File: src/rtl/ami_sdram_bridge_array_pkg.sv
// Shared AMI / SimpleDRAM bundle types and bridge defaults.
// AMI_BRIDGE_PERF_EN adds the per-channel BridgePerf export.
package ami_sdram_bridge_array_pkg;

  localparam int AMI_NUM_CHANNELS = 2;
  localparam int AMI_ADDR_W = 64;
  localparam int AMI_DATA_W = 64;
  localparam int AMI_SIZE_W = 32;
  localparam int AMI_BRIDGE_REQ_DEPTH = 8;
  localparam int AMI_BRIDGE_MAX_OUTSTANDING = 16;

  typedef struct packed {
    logic                  valid;
    logic                  isWrite;
    logic [AMI_ADDR_W-1:0] addr;
    logic [AMI_DATA_W-1:0] data;
    logic [AMI_SIZE_W-1:0] size;
  } AMIRequest;

  typedef struct packed {
    logic                  valid;
    logic [AMI_DATA_W-1:0] data;
    logic [AMI_SIZE_W-1:0] size;
  } AMIResponse;

  typedef struct packed {
    logic                  valid;
    logic                  isWrite;
    logic [AMI_ADDR_W-1:0] addr;
    logic [AMI_DATA_W-1:0] data;
  } MemReq;

  typedef struct packed {
    logic                  valid;
    logic [AMI_DATA_W-1:0] data;
  } MemResp;

  typedef struct packed {
    logic                  isWrite;
    logic [AMI_ADDR_W-1:0] addr;
    logic [AMI_DATA_W-1:0] data;
    logic [AMI_SIZE_W-1:0] size;
  } ReqEntry;

  typedef enum logic [1:0] {
    RUN   = 2'd0,
    DRAIN = 2'd1,
    DONE  = 2'd2
  } BridgeState;

  typedef struct packed {
    logic [31:0] reads_issued;
    logic [31:0] writes_issued;
    logic [31:0] stall_cycles;
    logic        unexpected_resp;
  } BridgePerf;

endpackage

File: src/rtl/ami_sdram_bridge_channel.sv
// One buffered AMI-to-SimpleDRAM engine: request FIFO, read limiter,
// response register, drain FSM. AMI_BRIDGE_PERF_EN adds perf_out.
module ami_sdram_bridge_channel
  import ami_sdram_bridge_array_pkg::*;
#(
  parameter int REQ_DEPTH       = AMI_BRIDGE_REQ_DEPTH,
  parameter int MAX_OUTSTANDING = AMI_BRIDGE_MAX_OUTSTANDING
) (
  input  logic       clk,
  input  logic       rst,
  input  AMIRequest  ami_req_in,
  output logic       ami_req_grant_out,
  output AMIResponse ami_resp_out,
  input  logic       ami_resp_grant_in,
  output MemReq      sdram_req_out,
  input  logic       sdram_req_grant_in,
  input  MemResp     sdram_resp_in,
  output logic       sdram_resp_grant_out,
  input  logic       flush_in,
  output logic       flush_done_out
`ifdef AMI_BRIDGE_PERF_EN
  ,
  output BridgePerf  perf_out
`endif
);

  localparam int AW  = $clog2(REQ_DEPTH);
  localparam int MAW = (MAX_OUTSTANDING > 1) ? $clog2(MAX_OUTSTANDING) : 1;
  localparam int OW  = $clog2(MAX_OUTSTANDING) + 1;

  ReqEntry               req_mem [REQ_DEPTH];
  logic [AW:0]           wr_ptr, rd_ptr;
  logic [AMI_SIZE_W-1:0] meta_mem [2**MAW];
  logic [MAW:0]          mw_ptr, mr_ptr;
  logic [OW-1:0]         outstanding;
  BridgeState            state_q, state_d;
  ReqEntry               head;
  logic fifo_full, fifo_empty, meta_full, issue_ok;
  logic push, pop, rd_pop, resp_hit, idle;

  assign fifo_empty = (wr_ptr == rd_ptr);
  assign fifo_full  = (wr_ptr[AW] != rd_ptr[AW]) &&
                      (wr_ptr[AW-1:0] == rd_ptr[AW-1:0]);
  assign meta_full  = ((mw_ptr - mr_ptr) == (MAW+1)'(MAX_OUTSTANDING));
  assign head       = req_mem[rd_ptr[AW-1:0]];
  assign issue_ok   = head.isWrite |
                      ((outstanding < OW'(MAX_OUTSTANDING)) & !meta_full);

  assign ami_req_grant_out = ami_req_in.valid & !fifo_full & (state_q == RUN);
  assign push   = ami_req_grant_out;
  assign pop    = sdram_req_out.valid & sdram_req_grant_in;
  assign rd_pop = pop & !head.isWrite;

  assign sdram_resp_grant_out = sdram_resp_in.valid &
                                (!ami_resp_out.valid | ami_resp_grant_in);
  // A grant with nothing outstanding is an orphan: consumed, not forwarded.
  assign resp_hit = sdram_resp_grant_out & (outstanding != '0);

  assign idle = fifo_empty & (outstanding == '0) & !ami_resp_out.valid;
  assign flush_done_out = (state_q == DONE);

  always_comb begin
    sdram_req_out = '0;
    if (!fifo_empty && issue_ok) begin
      sdram_req_out.valid   = 1'b1;
      sdram_req_out.isWrite = head.isWrite;
      sdram_req_out.addr    = head.addr;
      sdram_req_out.data    = head.data;
    end
  end

  always_ff @(posedge clk) begin
    if (push) begin
      req_mem[wr_ptr[AW-1:0]] <= '{isWrite: ami_req_in.isWrite,
                                   addr:    ami_req_in.addr,
                                   data:    ami_req_in.data,
                                   size:    ami_req_in.size};
    end
    if (rd_pop) begin
      meta_mem[mw_ptr[MAW-1:0]] <= head.size;
    end
  end

  always_ff @(posedge clk) begin
    if (rst) begin
      wr_ptr       <= '0;
      rd_ptr       <= '0;
      mw_ptr       <= '0;
      mr_ptr       <= '0;
      outstanding  <= '0;
      ami_resp_out <= '0;
    end else begin
      if (push) wr_ptr <= wr_ptr + 1'b1;
      if (pop) rd_ptr <= rd_ptr + 1'b1;
      if (rd_pop) mw_ptr <= mw_ptr + 1'b1;
      if (resp_hit) mr_ptr <= mr_ptr + 1'b1;
      if (rd_pop && !resp_hit) outstanding <= outstanding + 1'b1;
      else if (!rd_pop && resp_hit) outstanding <= outstanding - 1'b1;
      if (resp_hit) begin
        ami_resp_out <= '{valid: 1'b1,
                          data:  sdram_resp_in.data,
                          size:  meta_mem[mr_ptr[MAW-1:0]]};
      end else if (ami_resp_grant_in) begin
        ami_resp_out.valid <= 1'b0;
      end
    end
  end

  always_ff @(posedge clk) begin
    if (rst) state_q <= RUN;
    else state_q <= state_d;
  end

  always_comb begin
    state_d = state_q;
    unique case (state_q)
      RUN:     if (flush_in) state_d = DRAIN;
      DRAIN:   if (!flush_in) state_d = RUN;
               else if (idle) state_d = DONE;
      DONE:    if (!flush_in) state_d = RUN;
      default: state_d = RUN;
    endcase
  end

`ifdef AMI_BRIDGE_PERF_EN
  always_ff @(posedge clk) begin
    if (rst) begin
      perf_out <= '0;
    end else begin
      if (rd_pop && perf_out.reads_issued != '1)
        perf_out.reads_issued <= perf_out.reads_issued + 1'b1;
      if (pop && !rd_pop && perf_out.writes_issued != '1)
        perf_out.writes_issued <= perf_out.writes_issued + 1'b1;
      if (!fifo_empty && !issue_ok && perf_out.stall_cycles != '1)
        perf_out.stall_cycles <= perf_out.stall_cycles + 1'b1;
      if (sdram_resp_grant_out && !resp_hit)
        perf_out.unexpected_resp <= 1'b1;
    end
  end
`endif

endmodule

File: src/rtl/ami_sdram_bridge_array.sv
// NUM_CHANNELS independent AMI-to-SimpleDRAM bridge engines.
// AMI_BRIDGE_PERF_EN exports per-channel perf_out counters.
module ami_sdram_bridge_array
  import ami_sdram_bridge_array_pkg::*;
#(
  parameter int NUM_CHANNELS    = AMI_NUM_CHANNELS,
  parameter int REQ_DEPTH       = AMI_BRIDGE_REQ_DEPTH,
  parameter int MAX_OUTSTANDING = AMI_BRIDGE_MAX_OUTSTANDING
) (
  input  logic                    clk,
  input  logic                    rst,
  input  AMIRequest               ami_req_in [NUM_CHANNELS],
  output logic [NUM_CHANNELS-1:0] ami_req_grant_out,
  output AMIResponse              ami_resp_out [NUM_CHANNELS],
  input  logic [NUM_CHANNELS-1:0] ami_resp_grant_in,
  output MemReq                   sdram_req_out [NUM_CHANNELS],
  input  logic [NUM_CHANNELS-1:0] sdram_req_grant_in,
  input  MemResp                  sdram_resp_in [NUM_CHANNELS],
  output logic [NUM_CHANNELS-1:0] sdram_resp_grant_out,
  input  logic [NUM_CHANNELS-1:0] flush_in,
  output logic [NUM_CHANNELS-1:0] flush_done_out
`ifdef AMI_BRIDGE_PERF_EN
  ,
  output BridgePerf               perf_out [NUM_CHANNELS]
`endif
);

  for (genvar g = 0; g < NUM_CHANNELS; g++) begin : g_ch
    ami_sdram_bridge_channel #(
      .REQ_DEPTH       (REQ_DEPTH),
      .MAX_OUTSTANDING (MAX_OUTSTANDING)
    ) u_ch (
      .clk                  (clk),
      .rst                  (rst),
      .ami_req_in           (ami_req_in[g]),
      .ami_req_grant_out    (ami_req_grant_out[g]),
      .ami_resp_out         (ami_resp_out[g]),
      .ami_resp_grant_in    (ami_resp_grant_in[g]),
      .sdram_req_out        (sdram_req_out[g]),
      .sdram_req_grant_in   (sdram_req_grant_in[g]),
      .sdram_resp_in        (sdram_resp_in[g]),
      .sdram_resp_grant_out (sdram_resp_grant_out[g]),
      .flush_in             (flush_in[g]),
      .flush_done_out       (flush_done_out[g])
`ifdef AMI_BRIDGE_PERF_EN
      ,
      .perf_out             (perf_out[g])
`endif
    );
  end

endmodule

File: config.mk
export PLATFORM = sky130hd
export DESIGN_NAME = ami_sdram_bridge_array
export DESIGN_NICKNAME = d
export VERILOG_FILES = /design/src/rtl/ami_sdram_bridge_array_pkg.sv /design/src/rtl/ami_sdram_bridge_channel.sv /design/src/rtl/ami_sdram_bridge_array.sv
export SDC_FILE = /design/constraint.sdc
export NUM_CORES = 2
export LEC_CHECK = 0
export BUFFER_PORTS_ARGS = -buffer_cell sky130_fd_sc_hd__buf_2
export CAP_MARGIN = 20
export CORE_MARGIN = 3
export CORE_UTILIZATION = 33
export DETAILED_ROUTE_END_ITERATION = 16
export HOLD_SLACK_MARGIN = 0.05
export SYNTH_ARGS = -nofsm -noshare
export SYNTH_HDL_FRONTEND = slang
export SYNTH_SLANG_ARGS = --single-unit
File: constraint.sdc
create_clock -name clk -period 16.45 [get_ports clk]
set_clock_uncertainty 0.05 [all_clocks]
set_input_delay 3.29 -clock clk [delete_from_list [all_inputs] [get_ports clk]]
set_output_delay 3.29 -clock clk [all_outputs]
set_load 0.02 [all_outputs]
**Yosys cells after proc, flatten, opt, wreduce, memory -nomap -nowiden**

Memory sizes are Yosys's and may differ from the RTL's. A register that Yosys moved wholly into a read port is not among the register bits.
Index checks and enable logic that the tools add are counted.

- Memories: 4
- Output and inout bits: 460
- Input port bits: 462
- Bits in writable memories: 3600
- Register bits after elaboration: 180
- Memory bits (read-only): 0
- Bits in latches: 0

Memory list:

| memory | depth | bits a word | read ports | clocked after Yosys merged registers in | write ports | line | text |
|---|---|---|---|---|---|---|---|
| g_ch[0].u_ch.req_mem | 8 | 161 | 1 | 1 | 1 | ami_sdram_bridge_channel.sv:31 | `ReqEntry req_mem [REQ_DEPTH];` |
| g_ch[1].u_ch.req_mem | 8 | 161 | 1 | 1 | 1 | ami_sdram_bridge_channel.sv:31 |  |
| g_ch[0].u_ch.meta_mem | 16 | 32 | 1 | 1 | 1 | ami_sdram_bridge_channel.sv:33 | `logic [AMI_SIZE_W-1:0] meta_mem [2**MAW];` |
| g_ch[1].u_ch.meta_mem | 16 | 32 | 1 | 1 | 1 | ami_sdram_bridge_channel.sv:33 |  |

- Bitwise logic cells: 22
- Reductions and logical operators: 34
- Magnitude comparators: 2
- Multiplexer cells: 32
- Eq/ne operators: 18
- Multiply operators: 0
- $add $sub $neg: 14
- Div/mod/pow operators: 0
- Shift-type cells: 0

Operators with widths:

| operator | number |
|---|---|
| $mux 130 | 2 |
| $add 5x1->5 const B | 6 |
| $mux 5 | 4 |
| $and 1x1->1 | 18 |
| $add 4x1->4 const B | 4 |
| $mux 2 | 8 |
| $logic_not 1->1 | 14 |
| $mux 1 | 12 |
| $mux 3 | 4 |
| $pmux 2 s3 | 2 |
| $eq 5x5->1 const B | 2 |
| $logic_not 5->1 | 2 |
| $lt 5x5->1 const B | 2 |
| $reduce_bool 5->1 | 2 |
| $sub 5x1->5 const B | 2 |
| $sub 5x5->5 | 2 |
| $eq 4x4->1 | 2 |
| $logic_and 1x1->1 | 8 |
| $ne 2x2->1 const B | 4 |
| $reduce_bool 2->1 | 4 |
| $eq 3x3->1 | 2 |
| $ne 3x2->1 const B | 2 |
| $reduce_and 3->1 | 2 |
| $eq 2x1->1 const B | 2 |
| 4 further kinds | 10 |

**Logic depth before layout (Yosys ltp)**

- Word-level depth: 13
- Mapped depth: 19
- Mapped depth without buffers: 15

**By module**

Synthesis repeated with hierarchy kept, for this count alone.

- Cell total of the unflattened synthesis: 6768
- Area, all modules: 145289.3 sq um

Modules (own cells, without submodules):

| module | cells an instance | sequential area each (sq um) | area an instance (sq um) | times used |
|---|---|---|---|---|
| ami_sdram_bridge_channel | 3384 | 56554.2 | 72644.7 | 2 |

**Least setup slack after synthesis**

OpenSTA, ideal clock, no wires.

- Path kind: input port to flip-flop
- Start: in ami_req_in[323] (netlist bit)
- End: mem g_ch[0].u_ch.req_mem[4][0] (netlist bit), enable pin
- Stages: 4
- Arrival time: 15.688 ns
- Slack: -0.200 ns
- Required time: 15.488 ns
- Setup time: 0.912 ns
- Cells stage by stage: nand3_1 -> a21oi_1 -> nand2b_1 -> nor3b_1

- Word-level cells in the longest chain between the ends: 4

RTL lines:

| element | line | text |
|---|---|---|
| from (decl) | ami_sdram_bridge_array.sv:12 | `input AMIRequest ami_req_in [NUM_CHANNELS],` |
| $and 1x1->1 (2 in series) | ami_sdram_bridge_channel.sv:49 | `assign ami_req_grant_out = ami_req_in.valid & !fifo_full & (state_q == RUN);` |
| via g_ch[0].u_ch.ami_req_grant_out | ami_sdram_bridge_channel.sv:12 | `output logic ami_req_grant_out,` |
| $mux 1 | ami_sdram_bridge_channel.sv:73 | `if (push) begin` |
| $mux 1 (not written as such) | ami_sdram_bridge_channel.sv:74 | `req_mem[wr_ptr[AW-1:0]] <= '{isWrite: ami_req_in.isWrite,` |
| to (decl) | ami_sdram_bridge_channel.sv:31 |  |

The timed path passes the listed nets, and every way through them passes these cells.

==> impl_results.md <==
* Worst hold path depth at 1
* Multi-input gate area at 0.0305 mm²
* Worst slew margin relative to its limit at 21.1%
* Min-delay src: g_ch[0].u_ch.state_q[1]
* Global route overflow at 0
* Share of async-settable or async-resettable flops after synthesis at 0%
* Area Growth Syn to Fin at 17.1%
* Port Buffers at 921
* Iteration count of the initial detailed-routing pass at 7
* Setup repair after global routing missed its margin: no
* Worst reg-to-reg path cell count at 9
* Maximum number of pins on one net before global-route repair at 141
* Final setup slack of the worst path at 7.64 ns
* Fill count at 38.8k
* Post-synth EDFFs at 3600
* Worst-case hold path end point: g_ch[0].u_ch.state_q[0]
* Synthesized net count at 7265
* RePlAce Congestion at 0.820
* Internal reg-to-reg setup slack at 11.54 ns
* Final routed DRC violation total at 0
* Worst hold-check path type: reg2reg
* Number of post-CTS setup repair buffers at 0
* Leakage power summed over all cells at 0.0536 µW
* Area of the die at 0.447 mm²
* Final hold violation count at 0
* Post-synthesis cell type count at 46
* Worst skew pair latency at 0.95 ns
* Post-DRT Antenna Nets at 0
* First-pass GRT wire length at 518000 µm
* Final setup viols at 0
* Overall routed net length at 362000 µm
* Via Count at 70.3k
* Quantity of hold-fixing buffers added after cts at 0
* Critical path class: reg2out
* Share of synthesized area occupied by flip-flops and latches at 78.0%
* Overall Global Routing Usage at 15.7%
* Run status: finished clean
* Pwr Total at 25800 µW
* R2r endpoint: g_ch[1].u_ch.req_mem[2][101]
* Total CTS buffers at 394
* Post-detailed-placement half-perimeter wirelength at 208000 µm
* Crit path DAT at 5.47 ns
* Yosys Warn Count at 0
* Post-DR vias/cell at 5.03
* DIE HEIGHT at 669 µm
* Number of placement rows at 242
* Clock net sink count at 3850
* Clock tree from TritonCTS: done
* Period utilisation layout at 53.5%
* Synthesized flop and latch total at 3850
* Number of cells in the finished layout apart from fillers at 14.0k
* Worst hold margin at 0.370 ns
* Startpoint type of the worst setup path: flop
* Gate count of the mapped netlist at 6770
* Initial standard-cell utilization of the core at 33.2%
* Worst Path Required at 13.11 ns
* Die boundary width at 669 µm
* Clock slew at the register clock pins of the worst setup and hold paths at 0.06 ns
* Initial detailed-routing violation count at 5786
* Mean post-synth cell area at 21.4 µm²
* I/O pin cnt at 922
* Final critical path time including I/O delays and setup at 8.81 ns
* Total number of nets in the final design at 8341
* # placed instances at 13.2k
* Root Buffer Master: clkbuf_16
* Sequential standard cell area at 0.113 mm²
* Worst r2r src: g_ch[1].u_ch.wr_ptr[1]
* Fraction of final layout cells sized beyond drive strength 1 at 32.5%
* Post-synth top flop: edfxtp_1
* Number of global-route vias before repair at 72.8k
* DR WL/cell at 25.9 µm
* Setup TNS Final at 0 ns
* Crit Path Max Fanout at 90
* Maximum number of buffers from clock root to sink at 4
* Transition time of the tightest slew-check pin at 1.18 ns
* Place WS at 8.35 ns
* Total of cells resized after clock tree synthesis at 0
* Worst setup EP type: output pin
* Core region area at 0.436 mm²
* Area of the mapped netlist at 0.145 mm²
* CTS H-tree lvls at 5
* Maximum resistive drop on vdd at 0.164 mV
* Number of violations of the max-capacitance limit at 0
* Fmax achieved at 114 MHz
* Final-report max-slew violation count at 0
* Antenna violations before repair at 160
* Power per Cell Area at 152 mW/mm²
power breakdown:
part           switching (µW)  total (µW)  internal, µW
logic                    3350        5480          2130
clock network            3710        8660          4950
registers                 242       11600         11400
total                    7310       25800         18500
worst max path at each step:
stage | from | to | slack [ns]
finish | flop | sdram_req_out[228] | 7.64
global route | flop | sdram_req_out[228] | 7.12
CTS | flop | sdram_req_out[228] | 7.25
detailed placement | flop | sdram_req_out[228] | 8.35
global placement | flop | sdram_req_out[228] | 8.38
floorplan | ami_req_in[323] | g_ch[0].u_ch.req_mem[0][0] | 0.67
placed cells by master, fill, tap and decap left out, types with 116 or more instances in the layout:
| cell type | count |
|---|---|
| clkbuf_16 | 398 |
| nand2_1 | 283 |
| edfxtp_1 | 3600 |
| a22oi_1 | 128 |
| mux4_2 | 900 |
| nor2_1 | 375 |
| buf_2 | 921 |
| buf_4 | 116 |
| a21oi_1 | 279 |
| mux2i_1 | 263 |
| dfxtp_1 | 240 |
flip-flops by register name, summed over array words and instances (netlist names), named ones only:
signal                  count
g_ch.u_ch.req_mem        2576
g_ch.u_ch.mw_ptr           10
g_ch.u_ch.rd_ptr            8
g_ch.u_ch.wr_ptr            8
g_ch.u_ch.mr_ptr           10
g_ch.u_ch.ami_resp_out    194
g_ch.u_ch.meta_mem       1024
g_ch.u_ch.outstanding      10
g_ch.u_ch.state_q           4
cells by family after synthesis:
kind of cell | after synthesis | synth area share [%]
DFF | 3850 | 78.0
muxes | 1231 | 16.3
and+or+nand+nor | 776 | 2.17
AOI/OAI and AO/OA | 431 | 1.75
buffers and inverters | 408 | 1.16
xor gates and xnor gates | 41 | 0.248
adders and majority gates | 33 | 0.295
cell usage after synthesis (6+ instances only):
cell type	count	area [µm²]
nand2b_1	14	87.6
buf_2	93	465
dfxtp_1	250	5000
inv_1	27	101
xor2_1	19	166
buf_1	46	173
ha_1	31	388
nor3_1	16	80.1
nor2_1	402	1510
nor3b_1	6	45.0
mux2_2	68	766
edfxtp_1	3600	108000
a22oi_1	128	961
mux2i_1	263	2630
a21oi_1	280	1400
and3_1	14	87.6
nand4_1	8	50.1
xnor2_1	22	193
nand2_1	284	1070
mux4_2	900	20300
buf_4	6	45.0
clkbuf_1	233	875
final cells by class:
type | count | share of cell area (%)
clock buffers | 489 | 6.12
inverters | 29 | 0.0715
repair buffers | 1059 | 3.50
multi-input cells | 2512 | 18.0
well taps | 5734 | 4.23
clock inverters | 235 | 1.33
diodes | 66 | 0.0973
flip-flops and latches | 3850 | 66.7
metrics by stage:
stage	util, %	area, µm²
after floorplan	-	145000
after global placement	35.9	157000
after detailed placement	36.0	157000
after CTS	38.9	169000
after global routing	38.9	170000
final	38.9	170000
critical path, cell delays in order, from the launching register on:
cell and delay [ns]:
dfxtp_4 0.56, buf_4 0.74, buf_12 0.62, buf_4 0.84, mux4_2 0.59, mux2i_1 0.66, nor2_1 0.08, buf_2 0.20
per-layer routing:
metal / vias to the layer above / GRT usage [%] / part of all wire [%]
met5: - / 0 / 0.066
met4: 38 / 5.62 / 3.8
met3: 717 / 2.41 / 5.5
met2: 2231 / 27.4 / 51
met1: 37400 / 19.9 / 40
li1: 30000 / - / -
Note: power is estimated with default switching activity, not from simulation.
